===== src/rtl/vedic_div_pkg.sv =====
// vedic_div_pkg: shared widths, constants and FSM state type for the 8/4 divider
// Contents: DIVIDEND_W, DIVISOR_W, CNT_W, divide-by-zero results, uio_oe value, state_t
package vedic_div_pkg;
    localparam int DIVIDEND_W = 8;
    localparam int DIVISOR_W  = 4;
    localparam int CNT_W      = $clog2(DIVIDEND_W);
    localparam logic [DIVIDEND_W-1:0] Q_DIV0 = 8'hFF;
    localparam logic [DIVISOR_W-1:0]  R_DIV0 = 4'hF;
    localparam logic [7:0]            UIO_OE = 8'b1100_0000;
    typedef enum logic [1:0] {IDLE, BUSY, DONE} state_t;
endpackage


===== src/rtl/div_restore_step.sv =====
// div_restore_step: one combinational restoring-division step
// Ports: r (partial remainder in), din (next dividend bit), divisor,
//        r_next (partial remainder out), qbit (quotient bit)
module div_restore_step
    import vedic_div_pkg::*;
(
    input  logic [DIVISOR_W:0]   r,
    input  logic                 din,
    input  logic [DIVISOR_W-1:0] divisor,
    output logic [DIVISOR_W:0]   r_next,
    output logic                 qbit
);
    logic [DIVISOR_W:0] r_sh;
    // r is always below divisor, so the shifted value fits in DIVISOR_W+1 bits
    assign r_sh   = {r[DIVISOR_W-1:0], din};
    assign qbit   = r_sh >= {1'b0, divisor};
    assign r_next = qbit ? r_sh - {1'b0, divisor} : r_sh;
endmodule


===== src/rtl/tt_um_vedic_div_8x4.sv =====
// tt_um_vedic_div_8x4: sequential 8-bit by 4-bit restoring divider, one quotient bit per clock
// Ports: clk, rst_n (async active-low), ena (hold when low), ui_in (dividend),
//        uio_in[3:0] divisor, [4] start, [5] result select (0 quotient, 1 remainder),
//        uo_out selected result, uio_out[6] busy, [7] done, uio_oe fixed 8'hC0
module tt_um_vedic_div_8x4
    import vedic_div_pkg::*;
(
    input  logic       clk,
    input  logic       rst_n,
    input  logic       ena,
    input  logic [7:0] ui_in,
    input  logic [7:0] uio_in,
    output logic [7:0] uo_out,
    output logic [7:0] uio_out,
    output logic [7:0] uio_oe
);
    state_t                state;
    logic                  start_q;
    logic                  busy;
    logic                  done;
    logic [DIVIDEND_W-1:0] sh;
    logic [DIVISOR_W-1:0]  divisor_q;
    logic [DIVISOR_W:0]    r;
    logic [CNT_W-1:0]      cnt;
    logic [DIVIDEND_W-1:0] q_res;
    logic [DIVISOR_W-1:0]  r_res;
    logic [DIVISOR_W:0]    r_next;
    logic                  qbit;
    logic                  start;
    logic                  launch;
    logic                  unused;

    assign start  = uio_in[4];
    assign launch = start & ~start_q & (state != BUSY);
    assign unused = &{1'b0, uio_in[7:6]};

    div_restore_step u_step (
        .r       (r),
        .din     (sh[DIVIDEND_W-1]),
        .divisor (divisor_q),
        .r_next  (r_next),
        .qbit    (qbit)
    );

    // sh shifts dividend bits out at the MSB and quotient bits in at the LSB,
    // so after the last step it holds the full quotient
    always_ff @(posedge clk or negedge rst_n) begin
        if (!rst_n) begin
            state     <= IDLE;
            start_q   <= 1'b0;
            busy      <= 1'b0;
            done      <= 1'b0;
            sh        <= '0;
            divisor_q <= '0;
            r         <= '0;
            cnt       <= '0;
            q_res     <= '0;
            r_res     <= '0;
        end else if (ena) begin
            start_q <= start;
            if (launch) begin
                state     <= BUSY;
                busy      <= 1'b1;
                done      <= 1'b0;
                sh        <= ui_in;
                divisor_q <= uio_in[DIVISOR_W-1:0];
                r         <= '0;
                cnt       <= '0;
            end else if (state == BUSY && divisor_q == '0) begin
                state <= DONE;
                busy  <= 1'b0;
                done  <= 1'b1;
                q_res <= Q_DIV0;
                r_res <= R_DIV0;
            end else if (state == BUSY) begin
                sh  <= {sh[DIVIDEND_W-2:0], qbit};
                r   <= r_next;
                cnt <= cnt + 1'b1;
                if (cnt == CNT_W'(DIVIDEND_W - 1)) begin
                    state <= DONE;
                    busy  <= 1'b0;
                    done  <= 1'b1;
                    q_res <= {sh[DIVIDEND_W-2:0], qbit};
                    r_res <= r_next[DIVISOR_W-1:0];
                end
            end
        end
    end

    assign uo_out  = uio_in[5] ? {4'b0, r_res} : q_res;
    assign uio_out = {done, busy, 6'b0};
    assign uio_oe  = UIO_OE;
endmodule

===== config.mk =====
export PLATFORM = sky130hd
export DESIGN_NAME = tt_um_vedic_div_8x4
export DESIGN_NICKNAME = d
export VERILOG_FILES = /design/src/rtl/vedic_div_pkg.sv /design/src/rtl/div_restore_step.sv /design/src/rtl/tt_um_vedic_div_8x4.sv
export SDC_FILE = /design/constraint.sdc
export NUM_CORES = 1
export LEC_CHECK = 0
export CAP_MARGIN = 20
export CORE_MARGIN = 3
export CORE_UTILIZATION = 53
export CTS_BUF_LIST = sky130_fd_sc_hd__clkbuf_16
export CTS_CLUSTER_DIAMETER = 120
export CTS_CLUSTER_SIZE = 8
export DETAILED_ROUTE_END_ITERATION = 6
export HOLD_SLACK_MARGIN = 0.02
export PLACE_DENSITY = 0.84
export SYNTH_ARGS = -nofsm -noshare
export SYNTH_HDL_FRONTEND = slang
export SYNTH_SLANG_ARGS = --single-unit
export TNS_END_PERCENT = 30

===== constraint.sdc =====
create_clock -name clk -period 4.3 [get_ports clk]
set_clock_uncertainty 0.2 [all_clocks]
set_input_delay 1.29 -clock clk [delete_from_list [all_inputs] [get_ports clk]]
set_output_delay 1.29 -clock clk [all_outputs]
set_load 0.005 [all_outputs]

# == Word-level counts from Yosys, hierarchy flattened ==
# Index checks and enable logic that the tools add are counted.
# totals
register_bits,36
latchBits,0
ram_bits,0
mem_bits_ro,0
in_bits,19
out_inout_bits,24
elab_cells,61
mem_count,0
# classes
addsub,2
n_mul,0
div,0
magnitude_cmp,1
n_eq_ne,4
n_shift,0
n_mux,29
n_bitwise,4
n_reduce_logical,11
# op_table
op,count
two-way mux 8 bit,7
two-way mux 4 bit,7
two-way mux 3 bit,3
two-way mux 1 bit,8
two-way mux 2 bit,4
AND reduction 3 bit,2
nonzero test 2 bit,3
nonzero test 3 bit,2
>= comparator 5 x 4 -> 1 bit,1
logical NOT 4 bit,1
AND reduction 4 bit,1
subtractor 4 bit,1
adder 3 x 1 -> 3 bit (second input constant),1
== test 3 bit (second input constant),1
bitwise AND 1 bit,2
== test 2 x 1 -> 1 bit (second input constant),1
inequality test 2 x 1 -> 1 bit (second input constant),1
inequality test 2 bit (second input constant),1
NOT 1 bit,2
AND reduction 2 bit,1
logical AND 1 bit,1

# == Longest topological paths before layout ==
# depth
ltp_word,5
depth_mapped,7
ltp_nobuf,7

# == Hierarchy ==
# From an unflattened synthesis, not the netlist that was laid out.
# unflattened
hier_cells,177
area_unflattened_um2,1965.6
# by_module_without_submodules
mod,n_inst,cells_each,area_each_um2
tt_um_vedic_div_8x4,1,142,1717.9
div_restore_step,1,35,247.7

# == Worst setup path after synthesis ==
# OpenSTA, ideal clock, no wires.
# synth_timing
path_kind,input-to-output
from,in uio_in[5]
to,out uo_out[0]
arrival_time_ps,1898
required_time_ps,2810
path_slack_ps,912
stages,2
n_path_buf,1
cell_sequence,clkbuf_1 mux2_2
# synth_between
elab_chain_len,1
# synth_lines
element,line,source
"start, declared",tt_um_vedic_div_8x4.sv:12,"input logic [7:0] uio_in,"
two-way mux 8 bit,tt_um_vedic_div_8x4.sv:90,"assign uo_out = uio_in[5] ? {4'b0, r_res} : q_res;"
"end, declared",tt_um_vedic_div_8x4.sv:13,"output logic [7:0] uo_out,"
# No other way between the ends.

# == Worst setup path in the final report ==
# layout_timing
from,in uio_in[5]
to,out uo_out[3]
# The elaborated chain is that of the path after synthesis.

==> results_dict.tcl <==
set metrics [dict create \
    final-setup-viol-count 0 \
    ys_top_cells_by_area "sky130_fd_sc_hd__dfrtp_1, sky130_fd_sc_hd__buf_4, sky130_fd_sc_hd__mux2_2, sky130_fd_sc_hd__mux2i_1, sky130_fd_sc_hd__o22a_1" \
    placement.io_buffers 26 \
    critPathMostFrequentCell "sky130_fd_sc_hd__clkdlybuf4s50_1" \
    worst-slew-pin-transition_ns 0.511 \
    routed_wl_um 3420 \
    ys_seq_elements 34 \
    synthesis.area_um2 1820 \
    dpl.hpwl_um 2630 \
    r2r-start "divisor_q[2]" \
    rows 20 \
    r2r-end "r[0]" \
    core_area_um2 3150 \
    setup_repair_after_global_routing_missed_its_margin "false" \
    post-synth-top-area-cell "sky130_fd_sc_hd__dfrtp_1" \
    numClockSinks 34 \
    grt_pass1_vias 1274 \
    count_of_boundary_i_o_pins 43 \
    cts_resized 0 \
    yosys_warn_count 0 \
    max-clock-path-buffers 2 \
    cts.hold.buffers_added 0 \
    critPathTopFamily "buffers and inverters" \
    die_area_um2 4170 \
    replace_congestion 0.745 \
    outcome "completed" \
    r2r_cells 7 \
    total_power_mw 1.59 \
    flow.area_growth_from_synthesis_pct 19.3 \
    cp_max_fo 5 \
    synthesis.area_per_instance_um2 11.0 \
    cp_num_buf_inv 2 \
    grt.total_usage_pct 18.3 \
    synth_top_family_by_area "compound AO/OA/AOI/OAI gates" \
    synth_sequential_area_ratio_pct 46.8 \
    totalNegativeSetupSlack_ns 0 \
    num_vias 1282 \
    yosys-top-cells-count "sky130_fd_sc_hd__dfrtp_1, sky130_fd_sc_hd__buf_4, sky130_fd_sc_hd__nand2_1, sky130_fd_sc_hd__nor2_1, sky130_fd_sc_hd__o21ai_0" \
    achievable-frequency_mhz 239 \
    dr_iter_0_viols 41 \
    final_min_period_over_clock_period_pct 97.4 \
    post_cts.repair.setup_buffers 0 \
    grt_pass1_wl_um 5790 \
    drc 0 \
    hold_start "sh[7]" \
    avgViaCountPerCell 5.43 \
    maxCapViolations 0 \
    number_of_iterations_in_the_first_detailed_routing_pass 5 \
    r2r_slack_ns 2.22 \
    critical-path-max-stage-delay_ns 0.59 \
    holdPathStages 2 \
    synth-compound-area-share_pct 14.0 \
    detail-route-antenna-nets 0 \
    finalWorstPathRequiredPeriod_ns 4.19 \
    drive_above_1_share_pct 15.6 \
    netlist-cell-type-count 33 \
    hold_path_end "sh[7]" \
    crit_required_ns 2.81 \
    antenna_violations_before_repair 0 \
    grt_start_max_net_pins 35 \
    cp_cell_sequence "clkdlybuf4s50_1 > mux2_2 > clkdlybuf4s50_1" \
    clk-insertion-delay-late_ns 0.28 \
    timing_max_transition_violations_final 0 \
    cts-root-buf "sky130_fd_sc_hd__clkbuf_16" \
    peakVddDrop_mv 0.510 \
    post_synth_xor_area_fraction_pct 0.481 \
    cts_buffers 5 \
    powerDensity_nw_per_um2 733 \
    max_slew_margin_pct 65.8 \
    finalNetCount 217 \
    library_cell_with_the_highest_instance_count_after_synthesis "sky130_fd_sc_hd__dfrtp_1" \
    cts.clk_slew.worst_paths_ns 0.05 \
    timing.critical_path.from_type "primary input" \
    postSynth.asyncResetShare_pct 100 \
    synth-main-ff-cell "sky130_fd_sc_hd__dfrtp_1" \
    yosys-mux-area-fraction_pct 11.1 \
    setup.worst_path.end_class "primary output" \
    cts_max_level 2 \
    floorplan.initialDensity_pct 57.7 \
    final-hold-violation-count 0 \
    worstSetupPathType "in2out" \
    grt.overflow.total 0 \
    data_arrival_critical_path_ns 2.70 \
    post-synth-top-area-fraction_pct 46.8 \
    cts_tree "done" \
    synth-simple-area-share_pct 12.2 \
    drt-wirelength-per-cell_um 14.5 \
    post_synth_fa_ha_maj_area_fraction_pct 5.23 \
    die-height_um 64.6 \
    fp.dieW_um 64.6 \
    cp_slowest_cell "sky130_fd_sc_hd__clkdlybuf4s50_1" \
    netlist_instances 165 \
    p_leak_nw 0.967 \
    hold_class "reg2reg" \
    num_antenna_cells 0 \
    synth-edff-count 0 \
]
## stage by stage
stage | hold WS (ns) | cell area (µm²) | util [%] | cells | worst slack, ns
after global routing | 0.314 | 2170 | 68.8 | 236 | 0.0558
after detailed placement | 0.274 | 2030 | 64.5 | 228 | 0.101
final | 0.282 | 2170 | 68.8 | 236 | 0.113
after global placement | 0.268 | 2030 | 64.5 | 228 | 0.103
after CTS | 0.285 | 2170 | 68.8 | 236 | 0.0980
after floorplan | 0.249 | 1860 | - | 177 | 0.912
## report_power, final
group          internal, mW  total [mW]  switching (mW)
registers             0.459       0.569           0.110
logic                 0.337       0.686           0.350
clock network         0.209       0.336           0.127
total                  1.00        1.59           0.587
## metal layers
metal | track usage, % | routed length (µm) | up-vias
met5 | 0 | 0 | -
met4 | 6.86 | 77 | 0
met3 | 6.76 | 245 | 11
met2 | 29.6 | 1670 | 48
met1 | 22.3 | 1430 | 627
li1 | - | - | 596
## area by class of cell
class	count	area (µm²)
fillers	250	982
inverters	5	18.8
multi-input cells	117	833
clock inverters	3	12.5
repair buffers	28	275
flip-flops and latches	34	851
well taps	44	55.1
clock buffers	5	125
## logic make-up after synthesis
family / count (synthesis)
AND/OR/NAND/NOR: 41
AO/OA/AOI/OAI: 35
flip-flops: 34
buffers and inverters: 26
multiplexers: 19
adder cells (fa/ha/maj): 7
other: 2
XOR/XNOR: 1
## sequential cells by signal (all words and copies together), names as in the netlist
name and cells:
q_res 8, start_q 1, r_res 4, r 4, sh 8, cnt 3, state 2, divisor_q 4
## worst max path at each step
stage / startpoint / end / slack (ns) / depth (start not counted)
final: uio_in[5] / uo_out[3] / 0.11 / 3
after global placement: uio_in[5] / uo_out[3] / 0.10 / 3
after global routing: uio_in[5] / uo_out[3] / 0.06 / 3
after floorplan: uio_in[5] / uo_out[0] / 0.91 / 2
after CTS: uio_in[5] / uo_out[0] / 0.1 / 3
after detailed placement: uio_in[5] / uo_out[0] / 0.10 / 3
## worst register-to-register path, cell delays in order (launching register included)
cell	delay, ns
sky130_fd_sc_hd__dfrtp_1	0.41
sky130_fd_sc_hd__inv_1	0.07
sky130_fd_sc_hd__ha_1	0.35
sky130_fd_sc_hd__o21ai_0	0.17
sky130_fd_sc_hd__a21oi_1	0.09
sky130_fd_sc_hd__nor2_2	0.25
sky130_fd_sc_hd__mux2i_1	0.31
sky130_fd_sc_hd__a22o_2	0.18
## cell usage in the layout, fill, tap and decap left out, types with 6 or more instances in the layout
cell	synthesis	layout
sky130_fd_sc_hd__mux2_2	9	9
sky130_fd_sc_hd__o22a_1	9	9
sky130_fd_sc_hd__nor2_1	11	11
sky130_fd_sc_hd__mux2i_1	10	10
sky130_fd_sc_hd__o21ai_0	11	11
sky130_fd_sc_hd__dfrtp_1	34	34
sky130_fd_sc_hd__ha_1	6	6
sky130_fd_sc_hd__nand2_1	14	14
sky130_fd_sc_hd__conb_1	2	14
sky130_fd_sc_hd__inv_1	5	6
sky130_fd_sc_hd__a21oi_1	6	6
sky130_fd_sc_hd__clkdlybuf4s50_1	0	26
(Power assumes the default switching activity.)
